[config.mk]
export PLATFORM = sky130hd
export DESIGN_NAME = gpc_mem_trace_buf
export DESIGN_NICKNAME = d
export VERILOG_FILES = /design/src/rtl/lotr_trc_pkg.sv /design/src/rtl/gpc_trc_fifo.sv /design/src/rtl/gpc_mem_trace_buf.sv
export SDC_FILE = /design/constraint.sdc
export NUM_CORES = 1
export LEC_CHECK = 0
export CORE_ASPECT_RATIO = 0.75
export CORE_MARGIN = 2
export CORE_UTILIZATION = 39
export CTS_BUF_LIST = sky130_fd_sc_hd__clkbuf_4
export DETAILED_ROUTE_END_ITERATION = 10
export SLEW_MARGIN = 5
export SYNTH_ARGS = -nofsm -noshare
export SYNTH_HDL_FRONTEND = slang
export SYNTH_SLANG_ARGS = --single-unit
[constraint.sdc]
create_clock -name QClk -period 11.5 [get_ports QClk]
set_input_delay 2.875 -clock QClk [delete_from_list [all_inputs] [get_ports QClk]]
set_output_delay 2.875 -clock QClk [all_outputs]
set_load 0.05 [all_outputs]
[src/rtl/lotr_trc_pkg.sv]
// Shared types and default sizing for the gpc data-memory access tracer.
package lotr_trc_pkg;

    localparam int TRC_NUM_THREADS = 4;
    localparam int TRC_TID_W       = $clog2(TRC_NUM_THREADS);
    localparam int TRC_ADDR_W      = 32;
    localparam int TRC_DATA_W      = 32;
    localparam int TRC_DEPTH       = 16;
    localparam int TRC_OVF_W       = 16;
    localparam int TRC_REC_W       = 1 + TRC_TID_W + TRC_ADDR_W + TRC_DATA_W;
    localparam int TRC_CNT_W       = $clog2(TRC_DEPTH + 1);

    // One trace record, most significant field first.
    typedef struct packed {
        logic                  is_wr;
        logic [TRC_TID_W-1:0]  tid;
        logic [TRC_ADDR_W-1:0] addr;
        logic [TRC_DATA_W-1:0] data;
    } t_trc_rec;

endpackage

[src/rtl/gpc_trc_fifo.sv]
// Circular trace buffer with show-ahead head, separate occupancy count,
// and a choice between overwriting the oldest record or dropping the newest
// when a push arrives while full.
module gpc_trc_fifo #(
    parameter int DEPTH = 16,
    parameter int REC_W = 67,
    localparam int CNT_W = $clog2(DEPTH + 1),
    localparam int PTR_W = $clog2(DEPTH)
) (
    input  logic             clk,
    input  logic             rst,
    input  logic             push,
    input  logic             pop,
    input  logic             wrap,
    input  logic [REC_W-1:0] din,
    output logic [REC_W-1:0] head,
    output logic [CNT_W-1:0] count,
    output logic             full,
    output logic             ovf_inc
);

    logic [REC_W-1:0] mem_r [DEPTH];
    logic [PTR_W-1:0] wr_ptr_r;
    logic [PTR_W-1:0] rd_ptr_r;
    logic [CNT_W-1:0] count_r;

    logic empty_s;
    logic full_s;
    logic do_pop_s;
    logic do_wr_s;
    logic adv_rd_s;
    logic cnt_inc_s;
    logic cnt_dec_s;
    logic ovf_s;

    // Decide what the buffer does this cycle from push/pop/full/wrap.
    always_comb begin
        empty_s   = (count_r == {CNT_W{1'b0}});
        full_s    = (count_r == CNT_W'(DEPTH));
        do_pop_s  = pop & ~empty_s;
        do_wr_s   = 1'b0;
        adv_rd_s  = do_pop_s;
        ovf_s     = 1'b0;
        if (push) begin
            if (!full_s || do_pop_s) begin
                do_wr_s = 1'b1;
            end else if (wrap) begin
                // Overwrite oldest: the write slot is the head slot, so both advance.
                do_wr_s  = 1'b1;
                adv_rd_s = 1'b1;
                ovf_s    = 1'b1;
            end else begin
                ovf_s = 1'b1;
            end
        end else begin
            do_wr_s = 1'b0;
        end
        cnt_inc_s = push & ~full_s & ~do_pop_s;
        cnt_dec_s = do_pop_s & ~push;
    end

    // Pointer and occupancy state.
    always_ff @(posedge clk or posedge rst) begin
        if (rst) begin
            wr_ptr_r <= {PTR_W{1'b0}};
            rd_ptr_r <= {PTR_W{1'b0}};
            count_r  <= {CNT_W{1'b0}};
        end else begin
            if (do_wr_s) begin
                wr_ptr_r <= wr_ptr_r + PTR_W'(1);
            end
            if (adv_rd_s) begin
                rd_ptr_r <= rd_ptr_r + PTR_W'(1);
            end
            if (cnt_inc_s) begin
                count_r <= count_r + CNT_W'(1);
            end else if (cnt_dec_s) begin
                count_r <= count_r - CNT_W'(1);
            end
        end
    end

    // Record storage; contents are meaningless until written, so no reset.
    always_ff @(posedge clk) begin
        if (do_wr_s) begin
            mem_r[wr_ptr_r] <= din;
        end
    end

    assign head    = mem_r[rd_ptr_r];
    assign count   = count_r;
    assign full    = full_s;
    assign ovf_inc = ovf_s;

endmodule

[src/rtl/gpc_mem_trace_buf.sv]
// Data-memory access tracer: stages the Q103H request into Q104H, pairs it
// with the load data, filters by thread and stores records in a circular
// buffer drained through a show-ahead pop port.
module gpc_mem_trace_buf
    import lotr_trc_pkg::*;
#(
    parameter int NUM_THREADS = TRC_NUM_THREADS,
    parameter int DEPTH       = TRC_DEPTH,
    parameter int ADDR_W      = TRC_ADDR_W,
    parameter int DATA_W      = TRC_DATA_W,
    parameter int OVF_W       = TRC_OVF_W,
    localparam int TID_W      = (NUM_THREADS > 1) ? $clog2(NUM_THREADS) : 1,
    localparam int REC_W      = 1 + TID_W + ADDR_W + DATA_W,
    localparam int CNT_W      = $clog2(DEPTH + 1)
) (
    input  logic                   QClk,
    input  logic                   RstQnnnH,
    input  logic                   CtrlMemRdQ103H,
    input  logic                   CtrlMemWrQ103H,
    input  logic [TID_W-1:0]       ThreadIdQ103H,
    input  logic [ADDR_W-1:0]      MemAdrsQ103H,
    input  logic [DATA_W-1:0]      MemWrDataWQ103H,
    input  logic [DATA_W-1:0]      MemRdDataQ104H,
    input  logic                   CfgEnable,
    input  logic                   CfgWrapMode,
    input  logic [NUM_THREADS-1:0] CfgThreadMask,
    input  logic                   TrcPopQ,
    output logic                   TrcValidQ,
    output logic [REC_W-1:0]       TrcRecQ,
    output logic [CNT_W-1:0]       TrcCountQ,
    output logic [OVF_W-1:0]       TrcOvfCntQ,
    output logic                   TrcBadAccessQ
);

    logic              rd_q104_r;
    logic              wr_q104_r;
    logic [TID_W-1:0]  tid_q104_r;
    logic [ADDR_W-1:0] adrs_q104_r;
    logic [DATA_W-1:0] wrdata_q104_r;

    logic              capture_s;
    logic              bad_s;
    logic [DATA_W-1:0] rec_data_s;
    logic [REC_W-1:0]  rec_s;

    logic [REC_W-1:0]  head_s;
    logic [CNT_W-1:0]  count_s;
    logic              fifo_full_s;
    logic              fifo_ovf_s;
    logic              ovf_step_s;

    logic [OVF_W-1:0]  ovf_cnt_r;
    logic              bad_r;

    // Q104H stage: the request is re-timed unconditionally every cycle.
    always_ff @(posedge QClk or posedge RstQnnnH) begin
        if (RstQnnnH) begin
            rd_q104_r     <= 1'b0;
            wr_q104_r     <= 1'b0;
            tid_q104_r    <= {TID_W{1'b0}};
            adrs_q104_r   <= {ADDR_W{1'b0}};
            wrdata_q104_r <= {DATA_W{1'b0}};
        end else begin
            rd_q104_r     <= CtrlMemRdQ103H;
            wr_q104_r     <= CtrlMemWrQ103H;
            tid_q104_r    <= ThreadIdQ103H;
            adrs_q104_r   <= MemAdrsQ103H;
            wrdata_q104_r <= MemWrDataWQ103H;
        end
    end

    // Filter and record formation; config is sampled live at Q104H.
    always_comb begin
        capture_s  = 1'b0;
        rec_data_s = wrdata_q104_r;
        if (rd_q104_r ^ wr_q104_r) begin
            capture_s = CfgEnable & CfgThreadMask[tid_q104_r];
        end else begin
            capture_s = 1'b0;
        end
        if (rd_q104_r) begin
            rec_data_s = MemRdDataQ104H;
        end else begin
            rec_data_s = wrdata_q104_r;
        end
        bad_s = rd_q104_r & wr_q104_r;
        rec_s = {wr_q104_r, tid_q104_r, adrs_q104_r, rec_data_s};
    end

    gpc_trc_fifo #(
        .DEPTH (DEPTH),
        .REC_W (REC_W)
    ) u_fifo (
        .clk     (QClk),
        .rst     (RstQnnnH),
        .push    (capture_s),
        .pop     (TrcPopQ),
        .wrap    (CfgWrapMode),
        .din     (rec_s),
        .head    (head_s),
        .count   (count_s),
        .full    (fifo_full_s),
        .ovf_inc (fifo_ovf_s)
    );

    // A lost record can only happen while full; qualifying keeps the counter
    // from moving on anything but a genuine overflow.
    assign ovf_step_s = fifo_ovf_s & fifo_full_s;

    // Saturating count of dropped or overwritten records.
    always_ff @(posedge QClk or posedge RstQnnnH) begin
        if (RstQnnnH) begin
            ovf_cnt_r <= {OVF_W{1'b0}};
        end else if (ovf_step_s && (ovf_cnt_r != {OVF_W{1'b1}})) begin
            ovf_cnt_r <= ovf_cnt_r + OVF_W'(1);
        end
    end

    // Sticky flag for a request that claims to be both load and store.
    always_ff @(posedge QClk or posedge RstQnnnH) begin
        if (RstQnnnH) begin
            bad_r <= 1'b0;
        end else if (bad_s) begin
            bad_r <= 1'b1;
        end
    end

    // Head is shown only while valid so an empty buffer presents all zeros.
    assign TrcValidQ     = (count_s != {CNT_W{1'b0}});
    assign TrcRecQ       = TrcValidQ ? head_s : {REC_W{1'b0}};
    assign TrcCountQ     = count_s;
    assign TrcOvfCntQ    = ovf_cnt_r;
    assign TrcBadAccessQ = bad_r;

endmodule

==> flow_metrics.env, run 1 <==
export IMPL_crit_arrival_ps=5110
export IMPL_finalSetupViolations=0
export IMPL_period_share_pct=69.4
export IMPL_synth_seq_cells=1170
export IMPL_grt_usage_pct=17.9
export IMPL_yosysTopAreaCell="edfxtp_1"
export IMPL_holdCritPathClass="reg2reg"
export IMPL_fmax_mhz=125
export IMPL_relSlewSlack_pct=30.7
export IMPL_endpoint_kind="primary output"
export IMPL_ys_warnings_count=0
export IMPL_maxSlewViolCount=0
export IMPL_cts_setup_buffers=0
export IMPL_syn_area_per_cell_um2=23.1
export IMPL_cts_made_buffers=307
export IMPL_post_cts_resized=0
export IMPL_finalPower_uw=12700
export IMPL_grt_antenna_before_repair=5
export IMPL_syn_area_um2=44300
export IMPL_numClockSinks=1170
export IMPL_final_area_um2=51900
export IMPL_core_area_um2=113000
export IMPL_synth_top_cells_by_area="edfxtp_1, mux4_2, dfrtp_1, mux2i_1, o22ai_1"
export IMPL_crit_slowest_cell="dfrtp_4"
export IMPL_crit_type="reg2out"
export IMPL_p_per_area_nw_per_um2=244
export IMPL_cp_cell_sequence="buf_12 -> mux4_2 -> mux2i_1 -> o22ai_1 -> clkdlybuf4s50_1"
export IMPL_wl_per_cell_um=25.0
export IMPL_fin_skew_ps=73.1
export IMPL_htreeDepth=5
export IMPL_ys_flop_type="edfxtp_1"
export IMPL_ys_types=51
export IMPL_syn_nets=2036
export IMPL_dpl_hpwl_um=52100
export IMPL_synthArstFlopShare_pct=8.38
export IMPL_routed_via_density=5.26
export IMPL_cts_tree="done"
export IMPL_grt_pass1_vias=23655
export IMPL_drc=0
export IMPL_startpoint_type="register"
export IMPL_timing_hold_ws_ps=489
export IMPL_layout_nets=2481
export IMPL_mostFrequentLayoutCells="edfxtp_1, clkbuf_4, mux4_2"
export IMPL_leakagePower_uw=0.0171
export IMPL_routed_wl_um=103000
export IMPL_ctsRootBufferMaster="clkbuf_4"
export IMPL_clock_latency_ps=1210
export IMPL_dpl_cell_area_um2=48100
export IMPL_min_period_ps=7980
export IMPL_route_vias_total=21628
export IMPL_layout_commonest_cell="edfxtp_1"
export IMPL_grt_pass1_wl_um=152000
export IMPL_synthesis_instances=1916
export IMPL_hold_viol=0
export IMPL_ant_nets=0
export IMPL_ios=199
export IMPL_ctsHoldBuffers=0
export IMPL_irDropWorstVdd_mv=0.180
export IMPL_first_pass_iters=5
export IMPL_gp_congestion=0.743
export IMPL_place_worst_setup_slack_ps=4610
export IMPL_first_iter_violations=1671
export IMPL_rows=107
export IMPL_path_clk_slew_ps=60
export IMPL_required_ps=8630
export IMPL_max_stage_delay_ps=1030
export IMPL_tightest_slew_ps=1040
export IMPL_cts_buffer_depth=4
export IMPL_synth_top_area_share_pct=72.6
export IMPL_synth_edf_count=1072
export IMPL_critPathMaxFanout=106
export IMPL_cap_violations=0
export IMPL_grt_max_degree=139
export IMPL_status="completed"
export IMPL_initial_utilization_pct=39.2
export IMPL_worst_slack_ps=3520
export IMPL_yosysSeqAreaShare_pct=78.1
export IMPL_die_w_um=393
export IMPL_post_route_cells_drive_above_1_share_pct=32.8
export IMPL_fin_tns_setup_ps=0
export IMPL_grt_setup_unrepaired="no"
export IMPL_port_buffers=198
export IMPL_areaGrowthSynthToFinish_pct=17.0
export IMPL_die_h_um=296
export IMPL_grt_overflow=0
export IMPL_dieArea_um2=116000
[worst max-delay path: cells and delay by family, from the launching register on]
family / cells / cell delay (ps)
compound gates: 1 / 220
buf+inv: 2 / 1400
flops: 1 / 1030
mux: 2 / 940
[metrics by stage]
step           utilization (%)  instances
2_1_floorplan                -       1916
3_5_place_dp              42.6       3578
6_report                  45.9       4108
4_1_cts                   45.8       4098
5_1_grt                   45.9       4103
3_3_place_gp              42.6       3578
[logic make-up after synthesis]
family / count (synthesis) / share of synthesized area [%]
AOI/OAI and AO/OA: 83 / 1.20
xor gates and xnor gates: 22 / 0.435
adders and majority gates: 11 / 0.327
buffers and inverters: 107 / 1.19
DFF: 1170 / 78.1
muxes: 441 / 17.6
and+or+nand+nor: 82 / 1.10
[cell usage after synthesis (6+ instances only)]
master	number
xor2_1	6
buf_1	14
mux2i_1	136
mux2_2	37
xnor2_1	16
nor4_1	7
inv_1	9
buf_2	42
ha_1	10
o22ai_1	68
nor2_1	11
nand4_1	9
edfxtp_1	1072
nand2_1	11
buf_4	15
mux4_2	268
dfrtp_1	98
clkbuf_1	24
nand3_1	13
[report_power, final]
group	switching [uW]	total, uW	internal, uW
sequential	201	4990	4790
clock	1630	3470	1850
combinational	2500	4190	1690
total	4330	12700	8330
[final timing paths]
check	from	end	slack, ps	cells after the start
max	u_fifo.rd_ptr_r[0]$_DFFE_PP0P_	TrcRecQ[29]	3520	5
min	TrcBadAccessQ$_DFFE_PP0P_	TrcBadAccessQ$_DFFE_PP0P_	490	1
max reg2reg	rd_q104_r$_DFF_PP0_	u_fifo.mem_r[15][49]$_DFFE_PP_	7040	8
min reg2reg	TrcBadAccessQ$_DFFE_PP0P_	TrcBadAccessQ$_DFFE_PP0P_	490	1
max in group asynchronous	RstQnnnH	u_fifo.rd_ptr_r[0]$_DFFE_PP0P_	7860	3
min in group asynchronous	RstQnnnH	u_fifo.count[1]$_DFFE_PP0P_	2180	2
[flip-flops by register name (all words and copies together), names as in the netlist, 2 cells and up]
signal           flops
TrcOvfCntQ          16
adrs_q104_r         32
tid_q104_r           2
u_fifo.count         5
u_fifo.mem_r      1072
u_fifo.rd_ptr_r      4
u_fifo.wr_ptr_r      4
wrdata_q104_r       32
[per-layer routing]
layer  track usage [%]  vias up  wire [um]
li1                  -     9187          -
met1              24.2    11480      44900
met2              28.2      765      49100
met3              4.16      194       6400
met4              7.21        2       2430
met5                 0        -          7
[layout make-up]
class                   count  area, um2
multi-input cells         639       9260
fillers                  9524      61200
clock buffers             463       3480
diodes                     10       25.0
flip-flops and latches   1170      34700
clock inverters            57        246
well taps                1526       1910
inverters                  10       42.5
repair buffers            233       2280
(Power assumes the default switching activity.)
==> inputs of run 2 (changes only) <==
- clock period: 11.5 -> 6.55 ns (I/O delays scaled with it)
==> run 2 against run 1 <==
- clock skew increased by 25 ps
- combinational power increased by 78%
- count of clock-buffer cells in the layout fell by 36
- sequential share of layout area down 0.32 points
- setup slack got worse by 3100 ps
- via count decreased by 0.17%
- non-clock buffer count rose by 23
- first-iteration DRC count is 20% higher
- register-to-register slack worse by 4600 ps
- sequential power up 75%
- die area unchanged
==> flow_metrics.env, run 2 (synthesized netlist as in run 1, its figures left out) <==
export IMPL_grt_max_degree=68
export IMPL_min_period_ps=6120
export IMPL_p_per_area_nw_per_um2=424
export IMPL_rows=107
export IMPL_critPathMaxFanout=30
export IMPL_finalSetupViolations=0
export IMPL_crit_type="reg2out"
export IMPL_cts_made_buffers=303
export IMPL_first_iter_violations=2003
export IMPL_path_clk_slew_ps=70
export IMPL_reg2reg_setup_slack_ps=2430
export IMPL_ctsHoldBuffers=0
export IMPL_final_cells=4117
export IMPL_reg_top3="u_fifo.mem_r: 1072 flops, adrs_q104_r: 32 flops, wrdata_q104_r: 32 flops"
export IMPL_hold_viol=0
export IMPL_crit_arrival_ps=4490
export IMPL_ios=199
export IMPL_routed_wl_um=103000
export IMPL_core_area_um2=113000
export IMPL_fmax_mhz=163
export IMPL_startpoint_type="register"
export IMPL_rr_worst_depth=8
export IMPL_largest_reg_flops=1072
export IMPL_irDropWorstVdd_mv=0.463
export IMPL_numClockSinks=1170
export IMPL_dpl_hpwl_um=54100
export IMPL_clock_latency_ps=1190
export IMPL_holdCritPathClass="reg2reg"
export IMPL_dpl_cell_count=3601
export IMPL_layout_nets=2500
export IMPL_maxSlewViolCount=0
export IMPL_cts_buffer_depth=4
export IMPL_status="completed"
export IMPL_initial_utilization_pct=39.2
export IMPL_grt_pass1_vias=23351
export IMPL_route_vias_total=21592
export IMPL_ant_nets=0
export IMPL_port_buffers=198
export IMPL_largest_register="u_fifo.mem_r"
export IMPL_die_w_um=393
export IMPL_areaGrowthSynthToFinish_pct=17.6
export IMPL_grt_antenna_before_repair=3
export IMPL_grt_usage_pct=17.7
export IMPL_r2r_start="rd_q104_r$_DFF_PP0_"
export IMPL_cap_violations=0
export IMPL_cts_setup_buffers=0
export IMPL_wl_per_cell_um=24.9
export IMPL_drc=0
export IMPL_reg2reg_to="u_fifo.mem_r[4][32]$_DFFE_PP_"
export IMPL_timing_hold_ws_ps=478
export IMPL_post_route_cells_drive_above_1_share_pct=32.4
export IMPL_relSlewSlack_pct=37.6
export IMPL_layout_commonest_cell="edfxtp_1"
export IMPL_hold_start="TrcBadAccessQ$_DFFE_PP0P_"
export IMPL_die_h_um=296
export IMPL_multi_input_area_um2=9260
export IMPL_grt_setup_unrepaired="no"
export IMPL_fin_skew_ps=98.2
export IMPL_dieArea_um2=116000
export IMPL_tightest_slew_ps=935
export IMPL_final_area_um2=52100
export IMPL_routed_via_density=5.24
export IMPL_ctsRootBufferMaster="clkbuf_4"
export IMPL_cts_tree="done"
export IMPL_dpl_cell_area_um2=48500
export IMPL_grt_pass1_wl_um=150000
export IMPL_first_pass_iters=7
export IMPL_period_share_pct=93.5
export IMPL_endpoint_kind="primary output"
export IMPL_htreeDepth=5
export IMPL_hold_path_depth=1
export IMPL_post_cts_resized=0
export IMPL_hold_path_end="TrcBadAccessQ$_DFFE_PP0P_"
export IMPL_final_util_pct=46.1
export IMPL_gp_congestion=0.758
export IMPL_nFillCells=9487
export IMPL_mostFrequentLayoutCells="edfxtp_1, clkbuf_4, mux4_2"
export IMPL_grt_overflow=0
export IMPL_required_ps=4910
export IMPL_leakagePower_uw=0.0172
export IMPL_seq_area_um2=34700
run 2: changes by cell type in the layout (fill, tap and decap cells not counted):
| cell | previous run | this run |
|---|---|---|
| clkbuf_4 | 463 | 427 |
| clkinv_1 | 48 | 67 |
| buf_12 | 3 | 21 |
| buf_4 | 32 | 37 |
| clkinv_2 | 5 | 10 |
| diode_2 | 10 | 7 |
| bufinv_16 | 1 | 2 |
run 2: critical path, cell delays in order, from the launching register on:
cell and delay (ps):
dfrtp_1 490, or4_4 610, nor2_4 140, inv_2 100, nand2b_4 460, buf_4 400, buf_4 280, o22ai_1 110
clkdlybuf4s50_1 710
run 2: where the power goes:
| part | total (uW) | switching (uW) | internal, uW |
|---|---|---|---|
| registers | 8740 | 324 | 8410 |
| clock network | 5920 | 2850 | 3070 |
| logic | 7470 | 4400 | 3080 |
run 2: area by class of cell:
cell class,count,area share (%)
antenna,7,0.0336
clock buffer,427,6.15
clock inverter,82,0.715
inverter,10,0.0816
multi-input combinational,639,17.8
sequential,1170,66.5
tap,1526,3.66
timing repair buffer,256,5.14
run 2: through the flow:
stage          power, uW  TNS, ps  setup WS [ps]
3_3_place_gp       16500        0           1480
4_1_cts            22500        0            226
6_report           22100        0            426
2_1_floorplan      14100  -738140          -2750
3_5_place_dp       16500        0           1340
5_1_grt            23200        0            150
run 2: metal layers:
layer | track usage [%] | share of wire, %
met1 | 25.3 | 45
met3 | 3.76 | 6.0
met4 | 6.14 | 1.6
met2 | 27.3 | 47
met5 | 0 | 0
run 2: worst max-delay path by stage:
stage | from | end | slack [ps] | depth (start not counted)
6_report | u_fifo.count[1]$_DFFE_PP0P_ | TrcRecQ[27] | 430 | 8
3_3_place_gp | CfgEnable | u_fifo.mem_r[8][60]$_DFFE_PP_ | 1480 | 7
3_5_place_dp | CfgEnable | u_fifo.mem_r[5][43]$_DFFE_PP_ | 1340 | 7
2_1_floorplan | CfgThreadMask[1] | u_fifo.mem_r[1][0]$_DFFE_PP_ | -2750 | 4
5_1_grt | u_fifo.count[1]$_DFFE_PP0P_ | TrcRecQ[27] | 150 | 8
4_1_cts | u_fifo.count[1]$_DFFE_PP0P_ | TrcRecQ[27] | 230 | 8
